**src/rtl/rom_ddr_bridge_if.sv**
```systemverilog
// Bus bundle for rom_ddr_bridge: the toggle-handshake ROM port (loader
// writes, CPU 64-bit fetches) plus the single-beat DDR3 Avalon master.
// slave  : the bridge (responds on the ROM port, drives the Avalon commands)
// master : the environment (requesters and the DDR memory)
interface rom_ddr_bridge_if #(
  parameter int ADDR_W = 25
);
  logic [ADDR_W-1:0] wraddr;
  logic [15:0]       din;
  logic              we_req;
  logic              we_ack;
  logic [ADDR_W-1:0] rdaddr;
  logic [63:0]       dout;
  logic              rd_req;
  logic              rd_ack;

  logic              DDRAM_BUSY;
  logic [7:0]        DDRAM_BURSTCNT;
  logic [28:0]       DDRAM_ADDR;
  logic              DDRAM_RD;
  logic [63:0]       DDRAM_DIN;
  logic [7:0]        DDRAM_BE;
  logic              DDRAM_WE;
  logic [63:0]       DDRAM_DOUT;
  logic              DDRAM_DOUT_READY;

  modport slave (
    input  wraddr, din, we_req, rdaddr, rd_req,
           DDRAM_BUSY, DDRAM_DOUT, DDRAM_DOUT_READY,
    output we_ack, dout, rd_ack,
           DDRAM_BURSTCNT, DDRAM_ADDR, DDRAM_RD, DDRAM_DIN, DDRAM_BE, DDRAM_WE
  );

  modport master (
    output wraddr, din, we_req, rdaddr, rd_req,
           DDRAM_BUSY, DDRAM_DOUT, DDRAM_DOUT_READY,
    input  we_ack, dout, rd_ack,
           DDRAM_BURSTCNT, DDRAM_ADDR, DDRAM_RD, DDRAM_DIN, DDRAM_BE, DDRAM_WE
  );
endinterface

```
**src/rtl/rom_ddr_bridge.sv**
```systemverilog
// rom_ddr_bridge: responder end of the toggle-handshake ROM port. Each
// pending write (16-bit) or read (64-bit) becomes one single-beat command on
// the DDR3 Avalon master; only one command is ever outstanding.
// Optional: define ROM_DDR_RDCACHE_EN for a one-entry read cache that serves
// repeated fetches of the last word without touching DDR.
module rom_ddr_bridge #(
  parameter logic [28:0] BASE_ADDR = 29'h0600000,
  parameter int          ADDR_W    = 25
) (
  input  logic           DDRAM_CLK,
  input  logic           reset,
  rom_ddr_bridge_if.slave bus
);

  localparam int TAG_W = ADDR_W - 3;

  typedef enum logic [1:0] {IDLE, WR, RD, RD_WAIT} state_t;

  state_t      state_q;
  logic        we_ack_q, rd_ack_q;
  logic        ddr_rd_q, ddr_we_q;
  logic [7:0]  be_q;
  logic [28:0] addr_q;
  logic [63:0] din_q, dout_q;
  // Survives reset on purpose: a read abandoned by reset still has its data
  // beat coming back, and that beat must not be mistaken for a new read.
  logic        rd_inflight_q = 1'b0;

  logic [TAG_W-1:0] wr_tag, rd_tag;
  logic             wr_pend, rd_pend, rd_hit, accept;
  logic             unused_addr_bits;

  assign wr_tag  = bus.wraddr[ADDR_W-1:3];
  assign rd_tag  = bus.rdaddr[ADDR_W-1:3];
  assign wr_pend = bus.we_req != we_ack_q;
  assign rd_pend = bus.rd_req != rd_ack_q;
  assign accept  = !bus.DDRAM_BUSY;
  assign unused_addr_bits = ^{bus.wraddr[0], bus.rdaddr[2:0]};

  function automatic logic [28:0] word_addr(input logic [TAG_W-1:0] t);
    return BASE_ADDR + 29'(t);
  endfunction

  function automatic logic [63:0] be_mask(input logic [7:0] be);
    logic [63:0] m;
    for (int b = 0; b < 8; b++) m[8*b +: 8] = {8{be[b]}};
    return m;
  endfunction

`ifdef ROM_DDR_RDCACHE_EN
  logic [TAG_W-1:0] tag_q, req_tag_q;
  logic             cval_q;
  assign rd_hit = cval_q && (rd_tag == tag_q);
`else
  assign rd_hit = 1'b0;
`endif

  // Command FSM: arbitration in IDLE (write first), Avalon hold/accept, ack toggles
  always_ff @(posedge DDRAM_CLK) begin
    if (reset) begin
      state_q  <= IDLE;
      ddr_rd_q <= 1'b0;
      ddr_we_q <= 1'b0;
      be_q     <= 8'hFF;
      addr_q   <= BASE_ADDR;
      din_q    <= '0;
      dout_q   <= '0;
      we_ack_q <= bus.we_req;
      rd_ack_q <= bus.rd_req;
`ifdef ROM_DDR_RDCACHE_EN
      cval_q   <= 1'b0;
`endif
    end else begin
      case (state_q)
        IDLE: begin
          if (wr_pend) begin
            ddr_we_q <= 1'b1;
            addr_q   <= word_addr(wr_tag);
            din_q    <= {4{bus.din}};
            be_q     <= 8'b11 << {bus.wraddr[2:1], 1'b0};
            state_q  <= WR;
`ifdef ROM_DDR_RDCACHE_EN
            req_tag_q <= wr_tag;
`endif
          end else if (rd_pend && rd_hit) begin
            rd_ack_q <= ~rd_ack_q;
          end else if (rd_pend && !rd_inflight_q) begin
            ddr_rd_q <= 1'b1;
            addr_q   <= word_addr(rd_tag);
            be_q     <= 8'hFF;
            state_q  <= RD;
`ifdef ROM_DDR_RDCACHE_EN
            req_tag_q <= rd_tag;
`endif
          end
        end
        WR: begin
          if (accept) begin
            ddr_we_q <= 1'b0;
            we_ack_q <= ~we_ack_q;
            state_q  <= IDLE;
`ifdef ROM_DDR_RDCACHE_EN
            // keep the cached word coherent with the lane just written
            if (cval_q && req_tag_q == tag_q)
              dout_q <= (dout_q & ~be_mask(be_q)) | (din_q & be_mask(be_q));
`endif
          end
        end
        RD: begin
          if (accept) begin
            ddr_rd_q <= 1'b0;
            state_q  <= RD_WAIT;
          end
        end
        RD_WAIT: begin
          if (bus.DDRAM_DOUT_READY) begin
            dout_q   <= bus.DDRAM_DOUT;
            rd_ack_q <= ~rd_ack_q;
            state_q  <= IDLE;
`ifdef ROM_DDR_RDCACHE_EN
            tag_q    <= req_tag_q;
            cval_q   <= 1'b1;
`endif
          end
        end
        default: state_q <= IDLE;
      endcase
    end
  end

  // Track a read whose data beat is still owed by DDR after reset cut it off
  always_ff @(posedge DDRAM_CLK) begin
    if (reset && ((state_q == RD_WAIT && !bus.DDRAM_DOUT_READY) ||
                  (state_q == RD && accept)))
      rd_inflight_q <= 1'b1;
    else if (bus.DDRAM_DOUT_READY)
      rd_inflight_q <= 1'b0;
  end

  assign bus.we_ack         = we_ack_q;
  assign bus.rd_ack         = rd_ack_q;
  assign bus.dout           = dout_q;
  assign bus.DDRAM_BURSTCNT = 8'd1;
  assign bus.DDRAM_ADDR     = addr_q;
  assign bus.DDRAM_RD       = ddr_rd_q;
  assign bus.DDRAM_WE       = ddr_we_q;
  assign bus.DDRAM_DIN      = din_q;
  assign bus.DDRAM_BE       = be_q;

endmodule

```
**src/flat_wrapper.sv**
```systemverilog
// flat-port wrapper written by rule: the top's interface ports become plain ports
module rom_ddr_bridge_flat 
#(
  parameter logic [28:0] BASE_ADDR = 29'h0600000,
  parameter int          ADDR_W    = 25
)
  (DDRAM_CLK, reset, bus_wraddr, bus_din, bus_we_req, bus_rdaddr, bus_rd_req, bus_DDRAM_BUSY, bus_DDRAM_DOUT, bus_DDRAM_DOUT_READY, bus_we_ack, bus_dout, bus_rd_ack, bus_DDRAM_BURSTCNT, bus_DDRAM_ADDR, bus_DDRAM_RD, bus_DDRAM_DIN, bus_DDRAM_BE, bus_DDRAM_WE);
  rom_ddr_bridge_if #(.ADDR_W(ADDR_W)) bus_i ();
  input  logic DDRAM_CLK;
  input  logic reset;
  input wire logic [$bits(bus_i.wraddr)-1:0] bus_wraddr;
  input wire logic [$bits(bus_i.din)-1:0] bus_din;
  input wire logic [$bits(bus_i.we_req)-1:0] bus_we_req;
  input wire logic [$bits(bus_i.rdaddr)-1:0] bus_rdaddr;
  input wire logic [$bits(bus_i.rd_req)-1:0] bus_rd_req;
  input wire logic [$bits(bus_i.DDRAM_BUSY)-1:0] bus_DDRAM_BUSY;
  input wire logic [$bits(bus_i.DDRAM_DOUT)-1:0] bus_DDRAM_DOUT;
  input wire logic [$bits(bus_i.DDRAM_DOUT_READY)-1:0] bus_DDRAM_DOUT_READY;
  output wire logic [$bits(bus_i.we_ack)-1:0] bus_we_ack;
  output wire logic [$bits(bus_i.dout)-1:0] bus_dout;
  output wire logic [$bits(bus_i.rd_ack)-1:0] bus_rd_ack;
  output wire logic [$bits(bus_i.DDRAM_BURSTCNT)-1:0] bus_DDRAM_BURSTCNT;
  output wire logic [$bits(bus_i.DDRAM_ADDR)-1:0] bus_DDRAM_ADDR;
  output wire logic [$bits(bus_i.DDRAM_RD)-1:0] bus_DDRAM_RD;
  output wire logic [$bits(bus_i.DDRAM_DIN)-1:0] bus_DDRAM_DIN;
  output wire logic [$bits(bus_i.DDRAM_BE)-1:0] bus_DDRAM_BE;
  output wire logic [$bits(bus_i.DDRAM_WE)-1:0] bus_DDRAM_WE;
  assign bus_i.wraddr = bus_wraddr;
  assign bus_i.din = bus_din;
  assign bus_i.we_req = bus_we_req;
  assign bus_i.rdaddr = bus_rdaddr;
  assign bus_i.rd_req = bus_rd_req;
  assign bus_i.DDRAM_BUSY = bus_DDRAM_BUSY;
  assign bus_i.DDRAM_DOUT = bus_DDRAM_DOUT;
  assign bus_i.DDRAM_DOUT_READY = bus_DDRAM_DOUT_READY;
  assign bus_we_ack = bus_i.we_ack;
  assign bus_dout = bus_i.dout;
  assign bus_rd_ack = bus_i.rd_ack;
  assign bus_DDRAM_BURSTCNT = bus_i.DDRAM_BURSTCNT;
  assign bus_DDRAM_ADDR = bus_i.DDRAM_ADDR;
  assign bus_DDRAM_RD = bus_i.DDRAM_RD;
  assign bus_DDRAM_DIN = bus_i.DDRAM_DIN;
  assign bus_DDRAM_BE = bus_i.DDRAM_BE;
  assign bus_DDRAM_WE = bus_i.DDRAM_WE;
  rom_ddr_bridge #(.BASE_ADDR(BASE_ADDR), .ADDR_W(ADDR_W)) u_core (.DDRAM_CLK(DDRAM_CLK), .reset(reset), .bus(bus_i));
endmodule
```
**config.mk**
```make
export PLATFORM = sky130hd
export DESIGN_NAME = rom_ddr_bridge_flat
export DESIGN_NICKNAME = d
export VERILOG_FILES = /design/src/rtl/rom_ddr_bridge_if.sv /design/src/rtl/rom_ddr_bridge.sv /design/src/flat_wrapper.sv
export SDC_FILE = /design/constraint.sdc
export NUM_CORES = 1
export LEC_CHECK = 0
export ABC_CLOCK_PERIOD_IN_PS = 2000
export BUFFER_PORTS_ARGS = -buffer_cell sky130_fd_sc_hd__buf_4
export CORE_MARGIN = 8
export CORE_UTILIZATION = 44
export DETAILED_ROUTE_END_ITERATION = 12
export PLACE_DENSITY_LB_ADDON = 0.25
export REMOVE_ABC_BUFFERS = 1
export SLEW_MARGIN = 30
export SYNTH_ARGS = -nofsm -noshare
export SYNTH_HDL_FRONTEND = slang
export SYNTH_SLANG_ARGS = --single-unit
```
**constraint.sdc**
```tcl
create_clock -name DDRAM_CLK -period 2 [get_ports DDRAM_CLK]
set_clock_uncertainty 0.05 [all_clocks]
set_input_delay 0.3 -clock DDRAM_CLK [delete_from_list [all_inputs] [get_ports DDRAM_CLK]]
set_output_delay 0.3 -clock DDRAM_CLK [all_outputs]
set_load 0.02 [all_outputs]
```
==> run metrics <==
status finished, final reports clean; GRT Util Overall roughly 23%; worst path arrival time 1900 ps; cts bufs inserted 17; Final setup viols 0; Routed WL per cell between 15 and 20 um; min-delay worst type in -> reg; Fin. Hold Viols 0; nets between 900 and 1000; Worst Reg-to-Reg Cells 4; layout cell share with drive strength beyond 1 roughly 43%; Setup TNS 0 ps; Slew @ Worst Pin 502 ps; average size of a mapped cell a little over 8 um^2; I/O pins between 300 and 400; Mapped Cells around 640; die area between 0.015 and 0.02 mm^2; Synth top area share 43.3%; die height 124 um; Critical path destination u_core.bus.DDRAM_ADDR[22]; largest family of logic cells by synthesized area compound AO/OA/AOI/OAI gates; Register Area 0.00230 mm^2; #FFs+latches synth 114; critical path startpoint u_core.bus.we_ack; Clock Latency Late Sink 410 ps; n_diodes 0; CTS tree done; cts repair resizes 0; slowest cell on the critical path edfxtp_1; number of synthesized flops with an enable pin 2; top post-synthesis cells by area dfxtp_1 43%, a21oi_1 10%, buf_4 9.6%; via count 5259; Cell variety after synth 37; initial antenna violation count 0; most frequent cell after synthesis nand2_1; number of max-cap violations 0; Routability Congestion 0.783; Max stage delay on crit path 530 ps; reg2reg start u_core.bus.we_ack; sequential area share after synthesis between 40% and 50%; worst-path fanout max 37; pwr dens between 1000 and 1500 mW/mm^2; post-route ant nets 0; DIE WIDTH approximately 120 um; CTS root buffer clkbuf_16; Max H-tree Level 4; FF-to-FF End u_core.bus.DDRAM_ADDR[22]; Post-Layout Cell Count between 1000 and 1500; largest net degree at the start of global routing 65; Core Box Area ~0.011 mm^2; fmax between 0.6 and 0.7 GHz; Synth Area in Simple Gates roughly 12%; Hold Buf Count CTS 0; vias per inst slightly above 5; Leakage Power between 3 and 4 nW; VDD IR max 740 uV; Placed Instances about 990; number of DRC violations after detailed-routing iteration 0 422; RSZ-0062 raised after global routing no; synthesized cell area just over 0.005 mm^2; post-synthesis cell type with the largest combined area dfxtp_1; worst path cell trace xnor2_2 -> buf_12 -> o31ai_2 -> a221o_1; crit end category flop; FF-to-FF setup slack 340 ps; Slew HR 66.5%; Area Overhead vs Synth 50.1%; PortBufs a little under 300; Post-Synth XOR/XNOR Area less than 1%; DP HPWL approximately 14 mm; # DRC 0; Tcrit/Tclk final 82.9%; row cnt 39; CTS max path bufs 2; most frequent cells after synthesis 132 x nand2_1, 112 x dfxtp_1, 108 x a21oi_1, 66 x buf_4, 45 x o21ai_0; post-CTS setup buffer count 0; pins over their slew limit 0; clock slew at reported path FFs 50 ps; Final min period 1660 ps; fill count 936; CTS sink cnt 114; CP Class reg -> reg; first-pass GRT wire length ~29 mm; Synth async-reset ratio 0%; Setup crit start kind flop; Worst Path Required between 2000 and 2500 ps; first drt pass iteration count 5; adder-cell area share of the yosys netlist 0%; post-synthesis mux area share 0.193%; vias in the first global route between 5000 and 6000; grt total ovfl 0; Yosys warnings 0; Initial Utilization roughly 45%; Main synth FF type dfxtp_1; area occupied by multi-input gates 0.00212 mm^2; compound-cell area share of the yosys netlist 26.1%; Post-Route WL 18.2 mm
[routing by layer]
metal | vias to the layer above | GRT usage [%] | wire length, um
met5 | - | 0 | 0
met4 | 0 | 9.57 | 464
met3 | 35 | 9.66 | 1580
met2 | 250 | 39.3 | 9560
met1 | 2431 | 24.2 | 6620
li1 | 2543 | - | -
[metrics by stage]
step / power (mW) / util (%) / worst slack, ps / instance area [um^2] / hold WS (ps)
after floorplan: 3.79 / - / -644 / 4490 / 319
after CTS: 8.17 / 67.7 / 339 / 7770 / 54.3
after detailed placement: 4.93 / 62.1 / 355 / 7130 / 397
after global placement: 4.88 / 62.1 / 382 / 7130 / 392
after global routing: 8.45 / 67.7 / 244 / 7770 / 73.9
final: 8.11 / 67.7 / 343 / 7770 / 74.1
[logic make-up (layout without fill, tap and decap cells)]
group | Yosys count | count (layout)
mux | 1 | 1
simple gates | 160 | 160
buf+inv | 145 | 373
compound gates | 209 | 209
other cells | 2 | 13
xor+xnor | 4 | 4
flops | 114 | 114
[sequential cells by signal, indices dropped and copies added, names as in the netlist]
name and flops:
u_core.bus.rd_ack 1, u_core.state_q 2, u_core.bus.DDRAM_RD 1, u_core.bus.DDRAM_BE 4, u_core.rd_inflight_q 1, u_core.bus.DDRAM_WE 1, u_core.bus.dout 64, u_core.bus.we_ack 1
u_core.bus.DDRAM_DIN 16, u_core.bus.DDRAM_ADDR 23
[placed cells by master (no fill, tap or decap), drive strengths merged]
master / Yosys / routed
clkinv: 0 / 3
o41a: 1 / 1
a31oi: 1 / 1
buf: 85 / 314
xnor2: 2 / 2
conb: 2 / 13
xor2: 2 / 2
nand2: 132 / 132
a22oi: 1 / 1
o31ai: 22 / 22
o211ai: 1 / 1
a41oi: 2 / 2
nor3: 2 / 2
nand2b: 1 / 1
clkinvlp: 0 / 1
edfxtp: 2 / 2
a221o: 1 / 1
a221oi: 22 / 22
and3: 1 / 1
o21ai: 46 / 46
nor4: 1 / 1
bufinv: 0 / 3
o21a: 2 / 2
clkbuf: 33 / 24
mux2i: 1 / 1
inv: 27 / 28
a21oi: 109 / 109
or2: 1 / 1
o2bb2ai: 1 / 1
dfxtp: 112 / 112
nand3: 18 / 18
nor2: 4 / 4
[area by class of cell]
type | instances | area share [%]
Tap cell | 143 | 2.30
Clock buffer | 24 | 6.73
Inverter | 27 | 1.30
Sequential cell | 114 | 29.6
Timing Repair Buffer | 314 | 31.2
Clock inverter | 8 | 1.53
Multi-Input combinational cell | 387 | 27.3
[worst min path at each step]
stage	from	endpoint	slack (ps)	depth (start not counted)
2_1_floorplan	reset	u_core.bus.DDRAM_DIN[47]	320	1
3_3_place_gp	u_core.bus.dout[25]	u_core.bus.dout[25]	390	2
3_5_place_dp	u_core.bus.dout[8]	u_core.bus.dout[8]	400	2
4_1_cts	bus_DDRAM_DOUT_READY	u_core.rd_inflight_q	50	2
5_1_grt	bus_DDRAM_DOUT[31]	u_core.bus.dout[31]	70	3
6_report	bus_DDRAM_DOUT_READY	u_core.rd_inflight_q	70	2
[critical path, delay by kind of cell (launching register included)]
family	cells	cell delay, ps
AOI/OAI and AO/OA	2	390
xor gates and xnor gates	1	330
buffers and inverters	1	240
DFF	1	530
[power breakdown]
part / internal, mW / switching [mW]
combinational: 0.929 / 1.27
sequential: 2.49 / 0.201
clock: 2.19 / 1.03
No activity file was read; power rests on OpenSTA's default activity.
